===== config.mk =====
export PLATFORM = sky130hd
export DESIGN_NAME = cycle_sequencer_flat
export DESIGN_NICKNAME = d
export VERILOG_FILES = /design/src/rtl/cycle_sequencer_pkg.sv /design/src/rtl/cycle_sequencer_if.sv /design/src/rtl/cycle_sequencer_phase_edge_det.sv /design/src/rtl/cycle_sequencer.sv /design/src/flat_wrapper.sv
export SDC_FILE = /design/constraint.sdc
export NUM_CORES = 1
export LEC_CHECK = 0
export ABC_AREA = 1
export BUFFER_PORTS_ARGS = -buffer_cell sky130_fd_sc_hd__buf_2
export CAP_MARGIN = 20
export CELL_PAD_IN_SITES_DETAIL_PLACEMENT = 1
export CELL_PAD_IN_SITES_GLOBAL_PLACEMENT = 2
export CORE_UTILIZATION = 36
export CTS_CLUSTER_SIZE = 8
export DETAILED_ROUTE_END_ITERATION = 6
export GPL_ROUTABILITY_DRIVEN = 0
export PLACE_DENSITY_LB_ADDON = 0.1
export SYNTH_ARGS = -nofsm -noshare
export SYNTH_HDL_FRONTEND = slang
export SYNTH_SLANG_ARGS = --single-unit

===== constraint.sdc =====
create_clock -name clk -period 2.87 [get_ports clk]
set_input_delay 0.1435 -clock clk [delete_from_list [all_inputs] [get_ports clk]]
set_output_delay 0.1435 -clock clk [all_outputs]
set_load 0.05 [all_outputs]

===== src/rtl/cycle_sequencer_pkg.sv =====
// Shared timing definitions for the CPU subcycle sequencer: subcycle codes,
// state encoding, one-hot masks and helpers that map a state onto its outputs.
package cpu_timing_pkg;

  localparam logic [2:0] SC_A1 = 3'd0;
  localparam logic [2:0] SC_A2 = 3'd1;
  localparam logic [2:0] SC_A3 = 3'd2;
  localparam logic [2:0] SC_M1 = 3'd3;
  localparam logic [2:0] SC_M2 = 3'd4;
  localparam logic [2:0] SC_X1 = 3'd5;
  localparam logic [2:0] SC_X2 = 3'd6;
  localparam logic [2:0] SC_X3 = 3'd7;

  localparam logic [3:0] HOLD_CODE = 4'd8;
  localparam int WAIT_MAX_DEFAULT = 15;

  localparam logic [7:0] OH_NONE = 8'h00;
  localparam logic [7:0] OH_A1   = 8'h01;

  // The low three bits of a non-HOLD state are its subcycle number.
  typedef enum logic [3:0] {
    ST_A1   = {1'b0, SC_A1},
    ST_A2   = {1'b0, SC_A2},
    ST_A3   = {1'b0, SC_A3},
    ST_M1   = {1'b0, SC_M1},
    ST_M2   = {1'b0, SC_M2},
    ST_X1   = {1'b0, SC_X1},
    ST_X2   = {1'b0, SC_X2},
    ST_X3   = {1'b0, SC_X3},
    ST_HOLD = HOLD_CODE
  } state_t;

  function automatic logic [7:0] oneHotOf(input state_t s);
    logic [3:0] code;
    code = s;
    return (s == ST_HOLD) ? OH_NONE : (OH_A1 << code[2:0]);
  endfunction

  function automatic logic [2:0] subCycOf(input state_t s);
    logic [3:0] code;
    code = s;
    return (s == ST_HOLD) ? SC_X3 : code[2:0];
  endfunction

endpackage


===== src/rtl/cycle_sequencer_if.sv =====
// Bundle between the clock_gen/memory side (master) and the sequencer (slave).
// All signals are plain levels sampled on the rising CLK edge; there is no
// valid/ready pairing: PH1/PH2 edges act as the only "transfer" events.
interface cycle_sequencer_if #(parameter int CNT_W = 8);
  logic             ph1;
  logic             ph2;
  logic             waitN;
  logic             holdReq;
  logic [7:0]       tOneHot;
  logic [2:0]       subCyc;
  logic             sync;
  logic             fetch;
  logic             adv;
  logic             holdAck;
  logic [CNT_W-1:0] cycCnt;
  logic             phaseErr;
  logic             waitTo;
  logic [3:0]       dbgState;

  modport master (
    output ph1, ph2, waitN, holdReq,
    input  tOneHot, subCyc, sync, fetch, adv, holdAck, cycCnt, phaseErr, waitTo, dbgState
  );

  modport slave (
    input  ph1, ph2, waitN, holdReq,
    output tOneHot, subCyc, sync, fetch, adv, holdAck, cycCnt, phaseErr, waitTo, dbgState
  );
endinterface


===== src/rtl/cycle_sequencer_phase_edge_det.sv =====
// Detects PH1/PH2 rising edges, tracks the PH1->PH2 pairing and flags
// phase-protocol faults once the first PH1 rise has been seen.
module phase_edge_det (
  input  logic clk,
  input  logic rst_n,
  input  logic ph1,
  input  logic ph2,
  output logic ev,
  output logic phaseErr
);
  logic ph1Q, ph2Q, armed, locked;
  logic p1r, p2r, fault;

  assign p1r = ph1 & ~ph1Q;
  assign p2r = ph2 & ~ph2Q;
  // Coincident rises re-arm but never advance.
  assign ev    = p2r & ~p1r & armed & locked;
  assign fault = locked & ((ph1 & ph2) | (p2r & ~armed));

  always_ff @(posedge clk or negedge rst_n) begin
    if (!rst_n) begin
      ph1Q     <= 1'b0;
      ph2Q     <= 1'b0;
      armed    <= 1'b0;
      locked   <= 1'b0;
      phaseErr <= 1'b0;
    end else begin
      ph1Q <= ph1;
      ph2Q <= ph2;
      if (p1r) begin
        armed  <= 1'b1;
        locked <= 1'b1;
      end else if (p2r) begin
        armed <= 1'b0;
      end
      if (fault) phaseErr <= 1'b1;
    end
  end
endmodule


===== src/rtl/cycle_sequencer.sv =====
// Eight-subcycle instruction sequencer driven by clock_gen phase edges, with
// M2 wait states, bus hold, an instruction-cycle counter and sticky faults.
module cycle_sequencer
  import cpu_timing_pkg::*;
#(
  parameter int WAIT_MAX = WAIT_MAX_DEFAULT,
  parameter int CNT_W    = 8
) (
  input  logic clk,
  input  logic rst_n,
  cycle_sequencer_if.slave bus
);
  localparam logic [7:0] WAIT_LIM = 8'(WAIT_MAX);

  state_t           state, nextState;
  logic             ev, phaseErrW;
  logic [7:0]       waitCnt;
  logic [CNT_W-1:0] cycCntQ;
  logic [7:0]       tOneHotQ;
  logic [2:0]       subCycQ;
  logic             syncQ, fetchQ, advQ, holdAckQ, waitToQ;
  logic             waitStay;

  phase_edge_det u_edge (
    .clk      (clk),
    .rst_n    (rst_n),
    .ph1      (bus.ph1),
    .ph2      (bus.ph2),
    .ev       (ev),
    .phaseErr (phaseErrW)
  );

  assign waitStay = !bus.waitN && (waitCnt < WAIT_LIM);

  always_comb begin
    nextState = state;
    if (ev) begin
      case (state)
        ST_M2:          if (!waitStay) nextState = ST_X1;
        ST_X3, ST_HOLD: nextState = bus.holdReq ? ST_HOLD : ST_A1;
        default:        nextState = state_t'(4'(state) + 4'd1);
      endcase
    end
  end

  // Outputs are decoded from nextState so they land together with the state.
  always_ff @(posedge clk or negedge rst_n) begin
    if (!rst_n) begin
      state    <= ST_A1;
      tOneHotQ <= OH_A1;
      subCycQ  <= SC_A1;
      syncQ    <= 1'b0;
      fetchQ   <= 1'b0;
      advQ     <= 1'b0;
      holdAckQ <= 1'b0;
      waitCnt  <= 8'd0;
      cycCntQ  <= '0;
      waitToQ  <= 1'b0;
    end else begin
      state    <= nextState;
      tOneHotQ <= oneHotOf(nextState);
      subCycQ  <= subCycOf(nextState);
      syncQ    <= (nextState == ST_X3);
      fetchQ   <= (nextState == ST_M1) || (nextState == ST_M2);
      advQ     <= (nextState != state);
      holdAckQ <= (nextState == ST_HOLD);
      if (ev && state == ST_M2) begin
        if (waitStay) begin
          waitCnt <= waitCnt + 8'd1;
        end else begin
          waitCnt <= 8'd0;
          if (!bus.waitN) waitToQ <= 1'b1;
        end
      end
      if (ev && state == ST_X3) cycCntQ <= cycCntQ + CNT_W'(1);
    end
  end

  assign bus.tOneHot  = tOneHotQ;
  assign bus.subCyc   = subCycQ;
  assign bus.sync     = syncQ;
  assign bus.fetch    = fetchQ;
  assign bus.adv      = advQ;
  assign bus.holdAck  = holdAckQ;
  assign bus.cycCnt   = cycCntQ;
  assign bus.phaseErr = phaseErrW;
  assign bus.waitTo   = waitToQ;
  assign bus.dbgState = state;
endmodule

===== src/flat_wrapper.sv =====
// flat-port wrapper written by rule: the top's interface ports become plain ports
module cycle_sequencer_flat import cpu_timing_pkg::*;
#(
  parameter int WAIT_MAX = WAIT_MAX_DEFAULT,
  parameter int CNT_W    = 8
)
  (clk, rst_n, bus_ph1, bus_ph2, bus_waitN, bus_holdReq, bus_tOneHot, bus_subCyc, bus_sync, bus_fetch, bus_adv, bus_holdAck, bus_cycCnt, bus_phaseErr, bus_waitTo, bus_dbgState);
  cycle_sequencer_if #(.CNT_W(CNT_W)) bus_i ();
  input  logic clk;
  input  logic rst_n;
  input wire logic [$bits(bus_i.ph1)-1:0] bus_ph1;
  input wire logic [$bits(bus_i.ph2)-1:0] bus_ph2;
  input wire logic [$bits(bus_i.waitN)-1:0] bus_waitN;
  input wire logic [$bits(bus_i.holdReq)-1:0] bus_holdReq;
  output wire logic [$bits(bus_i.tOneHot)-1:0] bus_tOneHot;
  output wire logic [$bits(bus_i.subCyc)-1:0] bus_subCyc;
  output wire logic [$bits(bus_i.sync)-1:0] bus_sync;
  output wire logic [$bits(bus_i.fetch)-1:0] bus_fetch;
  output wire logic [$bits(bus_i.adv)-1:0] bus_adv;
  output wire logic [$bits(bus_i.holdAck)-1:0] bus_holdAck;
  output wire logic [$bits(bus_i.cycCnt)-1:0] bus_cycCnt;
  output wire logic [$bits(bus_i.phaseErr)-1:0] bus_phaseErr;
  output wire logic [$bits(bus_i.waitTo)-1:0] bus_waitTo;
  output wire logic [$bits(bus_i.dbgState)-1:0] bus_dbgState;
  assign bus_i.ph1 = bus_ph1;
  assign bus_i.ph2 = bus_ph2;
  assign bus_i.waitN = bus_waitN;
  assign bus_i.holdReq = bus_holdReq;
  assign bus_tOneHot = bus_i.tOneHot;
  assign bus_subCyc = bus_i.subCyc;
  assign bus_sync = bus_i.sync;
  assign bus_fetch = bus_i.fetch;
  assign bus_adv = bus_i.adv;
  assign bus_holdAck = bus_i.holdAck;
  assign bus_cycCnt = bus_i.cycCnt;
  assign bus_phaseErr = bus_i.phaseErr;
  assign bus_waitTo = bus_i.waitTo;
  assign bus_dbgState = bus_i.dbgState;
  cycle_sequencer #(.WAIT_MAX(WAIT_MAX), .CNT_W(CNT_W)) u_core (.clk(clk), .rst_n(rst_n), .bus(bus_i));
endmodule

## Word-level counts from Yosys, hierarchy flattened

Cells that the tools add are included.

- Register bits: 41
- Input port bits: 6
- Output and inout port bits: 29
- Logic and storage cells: 60

- $add $sub $neg: 3
- $lt $le $gt $ge: 1
- Equal/unequal tests: 8
- Shift operators: 1
- Muxes and demuxes: 9
- Bitwise operators: 15
- Reduce and logical (&&, ||, !) cells: 8

Operators with widths:

| operator | number |
|---|---|
| $add A8 B1 Y8 const B | 2 |
| $eq A4 B3 Y1 const B | 4 |
| $mux W8 | 2 |
| $mux W4 | 3 |
| $and A1 B1 Y1 | 8 |
| $eq A4 B4 Y1 const B | 2 |
| $lt A8 B4 Y1 const B | 1 |
| $pmux W4 S2 | 1 |
| $shl A1 B3 Y8 const A | 1 |
| $not A1 Y1 | 6 |
| $add A4 B1 Y4 const B | 1 |
| $eq A4 B2 Y1 const B | 1 |
| $ne A4 B4 Y1 | 1 |
| $logic_and A1 B1 Y1 | 3 |
| $mux W3 | 1 |
| $reduce_and A3 Y1 | 1 |
| $mux W1 | 2 |
| $reduce_bool A2 Y1 | 1 |
| $reduce_or A2 Y1 | 1 |
| $logic_not A1 Y1 | 1 |
| $logic_or A1 B1 Y1 | 1 |
| $or A1 B1 Y1 | 1 |

## Longest topological paths before layout

- Depth in word-level cells: 9
- Depth in mapped cells: 12
- Depth with buffers taken out: 12

## Hierarchy

From an unflattened synthesis, not the netlist that was laid out.

- Cells, all modules: 199
- Area total of the unflattened synthesis: 1853.0 sq um

By module, submodules not included:

| module | times used | cells an instance | area an instance (sq um) | seq. area each (sq um) |
|---|---|---|---|---|
| cycle_sequencer | 1 | 177 | 1650.3 | 902.1 |
| phase_edge_det | 1 | 22 | 202.7 | 125.1 |

## Worst setup path after synthesis

OpenSTA, ideal clock, no wires.

- Path kind: register to register
- Start point: reg u_core.state (netlist bit u_core.bus.dbgState[0])
- End point: reg u_core.fetchQ (netlist: u_core.bus.fetch)
- Setup time: 0.117 ns
- Data arrival time: 1.836 ns
- Required time: 2.753 ns
- Path slack: 0.918 ns
- Stages on the path, launching flop included: 13
- Path buffers: 0
- Clock period less this slack: 1.952 ns
- Path through: dfrtp_1 -> inv_1 -> ha_1 -> nand3_2 -> inv_2 -> nor2_2 -> nand2_2 -> nand2_2 -> nand2_2 -> inv_2 -> nor2_1 -> nand2_1 -> nand2_1

RTL lines:

| what | line | RTL |
|---|---|---|
| start: declaration | cycle_sequencer.sv:15 | `state_t state, nextState;` |
| start signal: assignment | cycle_sequencer.sv:60 | `state <= nextState;` |
| end signal: assignment | cycle_sequencer.sv:64 | `fetchQ <= (nextState == ST_M1) \|\| (nextState == ST_M2);` |
| end: declaration | cycle_sequencer.sv:21 | `logic syncQ, fetchQ, advQ, holdAckQ, waitToQ;` |

## Worst setup path in the final report

- Start point: reg u_core.state (netlist bit u_core.bus.dbgState[0])
- End point: reg u_core.advQ (netlist: u_core.bus.adv)

- Longest elaborated chain between the ends: 5
- Elaborated cells between the ends (all ways): 9
- Classes of those cells: add/sub: 1; eq/ne: 4; mux: 3; reduce/logical: 1

RTL lines:

| what | line | RTL |
|---|---|---|
| parallel branches: the longest is 4 deep, another holds $add A4 B1 Y4 | - |  |
| $ne A4 B4 Y1 (*) | cycle_sequencer.sv:65 | `advQ <= (nextState != state);` |
| end signal: assignment | cycle_sequencer.sv:65 |  |
| end: declaration | cycle_sequencer.sv:21 |  |

Every way passes the cells marked *.
A chain may end at the register's enable or synchronous reset.

==> flow_metrics.tcl <==
set metrics [dict create \
    hold_slack_ns -0.0381 \
    postPlaceCellArea_um2 2200 \
    clk_transition_reported_paths_ns 0.09 \
    initial_utilization_pct 37.8 \
    outcome "finished, violations left" \
    vdd.ir_drop.worst_v 0.000451 \
    detail_route.drc_violations 0 \
    ioPinCount 35 \
    timing.critical_path.slowest_cell_delay_ns 0.44 \
    via_cell_ratio 4.63 \
    hold_class "primary input to async pin" \
    antenna_found_initial 0 \
    fin_util_pct 45.4 \
    postCtsResizedCells 0 \
    postLayoutSetupSlackWorst_ns 1.08 \
    post_synthesis_cells 204 \
    tritoncts_sinks 41 \
    cp.required_ns 3.05 \
    fin_cells 318 \
    clock-root-buffer "clkbuf_8" \
    grt_overall_usage_pct 16.4 \
    vias 1471 \
    die_area_um2 5700 \
    unrepaired_setup_endpoints_after_global_routing "false" \
    postSynthRegisterBits 41 \
    slew_headroom_pct 41.0 \
    grt_pass1_vias 1519 \
    syn_to_final_growth_pct 20.0 \
    maximum_level_of_the_cts_h_tree 2 \
    synth_nets 214 \
    drv_slew 0 \
    postLayoutCellArea_um2 2330 \
    cts_inserted_buffers 5 \
    finalCriticalPeriod_ns 1.79 \
    global_route.peak_usage_layer "met2" \
    yosys_warnings 0 \
    synthTopCellsByArea "dfrtp_1 (51%), nand2_1 (7.1%), nor2_1 (4.4%)" \
    global_route.usage.met2_pct 29.0 \
    drive_gt1_share_pct 36.3 \
    synth-edff-count 0 \
    grt_start_max_net_pins 42 \
    seqCellArea_um2 1030 \
    cp_data_arrival_time_ns 1.97 \
    timing.final.setup_violations 0 \
    synthDominantAreaCellType "dfrtp_1" \
    n_fill_cell 636 \
    drt-pass1-iter-count 4 \
    core-area_um2 5140 \
    routed_wire_length_per_instance_um 12.9 \
    dp_slack_ns 1.09 \
    rows 26 \
    seq_area_frac_synth_pct 52.8 \
    chip_height_um 75.5 \
    crit_chain "inv_1, ha_1, nand3_2, inv_2, nor2_2, nand2_2, nand2_2, nand3_1, nand2_1, nor2_1, nand2_1" \
    finalCritPeriodShare_pct 62.4 \
    number_of_routed_nets_with_antenna_violations 0 \
    crit_path_top_delay_cell "dfrtp_1" \
    multiInputGateArea_um2 801 \
    routed_wirelength_um 4120 \
    tightest_slew_ns 0.885 \
    violated_checks "hold timing" \
    setup.worst_path.start_class "flop" \
    n_antenna_cell 0 \
    synthArstFlopShare_pct 100 \
    syn_area_um2 1940 \
    maxCapViolations 0 \
    critPathCaptureType "flop" \
    grt_first_pass_wirelength_um 6850 \
    clock_tree_from_tritoncts "built" \
    max_freq_mhz 558 \
    design_power_total_mw 2.45 \
    standby_leakage_power_nw 1.24 \
    detailedRoute.firstIterationViolations 53 \
    crit_type "flop to flop" \
    grt_remaining_overflow 0 \
    setup_tns_ns 0 \
    hold_viol_final 40 \
    synth_top_cell_area_share_pct 51.5 \
    port_buffers 34 \
    synth_ff_type "dfrtp_1" \
    die_width_um 75.5 \
    dpl.hpwl_um 3210 \
    final_nets 257 \
    met3_usage_pct 4.23 \
    cts-root-to-sink-buffers 2 \
    count_of_different_cell_masters_after_synthesis 29 \
    clock-skew-final_ns 0.0112 \
    worst_skew_pair.late_latency_ns 0.30 \
    place.detailed.instances 308 \
    grt_util_met1_pct 18.6 \
    avgSynthCellArea_um2 9.53 \
    highest_net_fanout_along_the_worst_path 6 \
    power_per_cell_area_nw_per_um2 1050 \
]
==> repair_timing <==
action	CTS	global route
endpoints found under the setup margin	0	0
setup buffers	0	0
endpoints found under the hold margin	2	0
hold buffers	2	0
==> kinds of logic after synthesis <==
family / count (synthesis) / synth area share, %
buf+inv: 30 / 5.98
compound gates: 8 / 2.77
flops: 41 / 52.8
simple gates: 112 / 31.8
fa+ha+maj: 4 / 2.57
xor+xnor: 9 / 4.05
==> per-layer routing <==
layer,wire length (um),part of all wire (%)
met3,133,3.2
met2,2230,54
met1,1640,40
met4,114,2.8
met5,0,0
==> cell usage in the layout, fill, tap and decap left out, types with 2 or more instances in the layout <==
cell	n
nand3_2	7
xor2_1	5
inv_1	18
nand4_1	4
dfrtp_1	40
o21ai_0	2
ha_1	4
nor2_1	23
a21oi_2	2
nand3_1	12
nand2_2	9
nand2_1	37
nand2_4	2
xnor2_1	4
buf_2	34
clkbuf_8	5
dlygate4sd3_1	2
nand3_4	2
nor2_2	8
inv_2	10
nor2_4	4
==> worst max-delay path, delay by kind of cell, from the launching register on <==
family | cells | cell delay, ns
AND/OR/NAND/NOR | 8 | 0.66
flip-flops | 1 | 0.44
buffers and inverters | 2 | 0.30
adder cells (fa/ha/maj) | 1 | 0.26
==> synth_stat cells, types with 2 or more instances <==
library cell / n
o21ai_0: 2
nor2_1: 23
nand2_2: 9
a21oi_2: 2
nand2_1: 37
nor2_4: 4
nand3_2: 7
dfrtp_1: 40
xor2_1: 5
nand3_1: 12
xnor2_1: 4
nand2_4: 2
nor2_2: 8
ha_1: 4
inv_2: 10
inv_1: 18
nand3_4: 2
nand4_1: 4
==> report_power, final <==
part | switching, mW | internal (mW) | leakage [nW]
registers | 0.102 | 0.720 | 0.504
clock network | 0.200 | 0.261 | 0.0554
logic | 0.894 | 0.275 | 0.681
total | 1.20 | 1.26 | 1.24
==> final timing paths <==
kind / start / to / slack [ns] / cells past startpoint
min: rst_n / u_core.bus.cycCnt[7]$_DFFE_PN0P_ / -0.04 / 1
min reg2reg: u_core.bus.waitTo$_DFFE_PN0P_ / u_core.bus.waitTo$_DFFE_PN0P_ / 0.47 / 1
max: u_core.bus.dbgState[0]$_DFF_PN0_ / u_core.bus.adv$_DFF_PN0_ / 1.08 / 11
max reg2reg: u_core.bus.dbgState[0]$_DFF_PN0_ / u_core.bus.adv$_DFF_PN0_ / 1.08 / 11
min in group clk: bus_waitN / u_core.waitCnt[1]$_DFFE_PN0P_ / 0.19 / 4
max in group asynchronous: rst_n / u_core.bus.dbgState[0]$_DFF_PN0_ / 2.34 / 1
==> state kept, by name, indices dropped and copies added, names as in the netlist <==
signal,cells
u_core.u_edge.phaseErr,1
u_core.bus.subCyc,3
u_core.bus.dbgState,4
u_core.u_edge.locked,1
u_core.waitCnt,8
u_core.bus.cycCnt,8
u_core.bus.sync,1
u_core.bus.adv,1
u_core.bus.waitTo,1
u_core.bus.holdAck,1
u_core.bus.fetch,1
u_core.bus.tOneHot,8
u_core.u_edge.ph2Q,1
u_core.u_edge.armed,1
u_core.u_edge.ph1Q,1
==> area by class of cell <==
cell class | count | share of cell area, %
multi-input cells | 133 | 34.3
inverters | 30 | 4.99
well taps | 70 | 3.75
repair buffers | 36 | 8.15
clock buffers | 6 | 3.11
clock inverters | 2 | 1.66
flip-flops and latches | 41 | 44.0
Power figures use the tool's default switching activity.
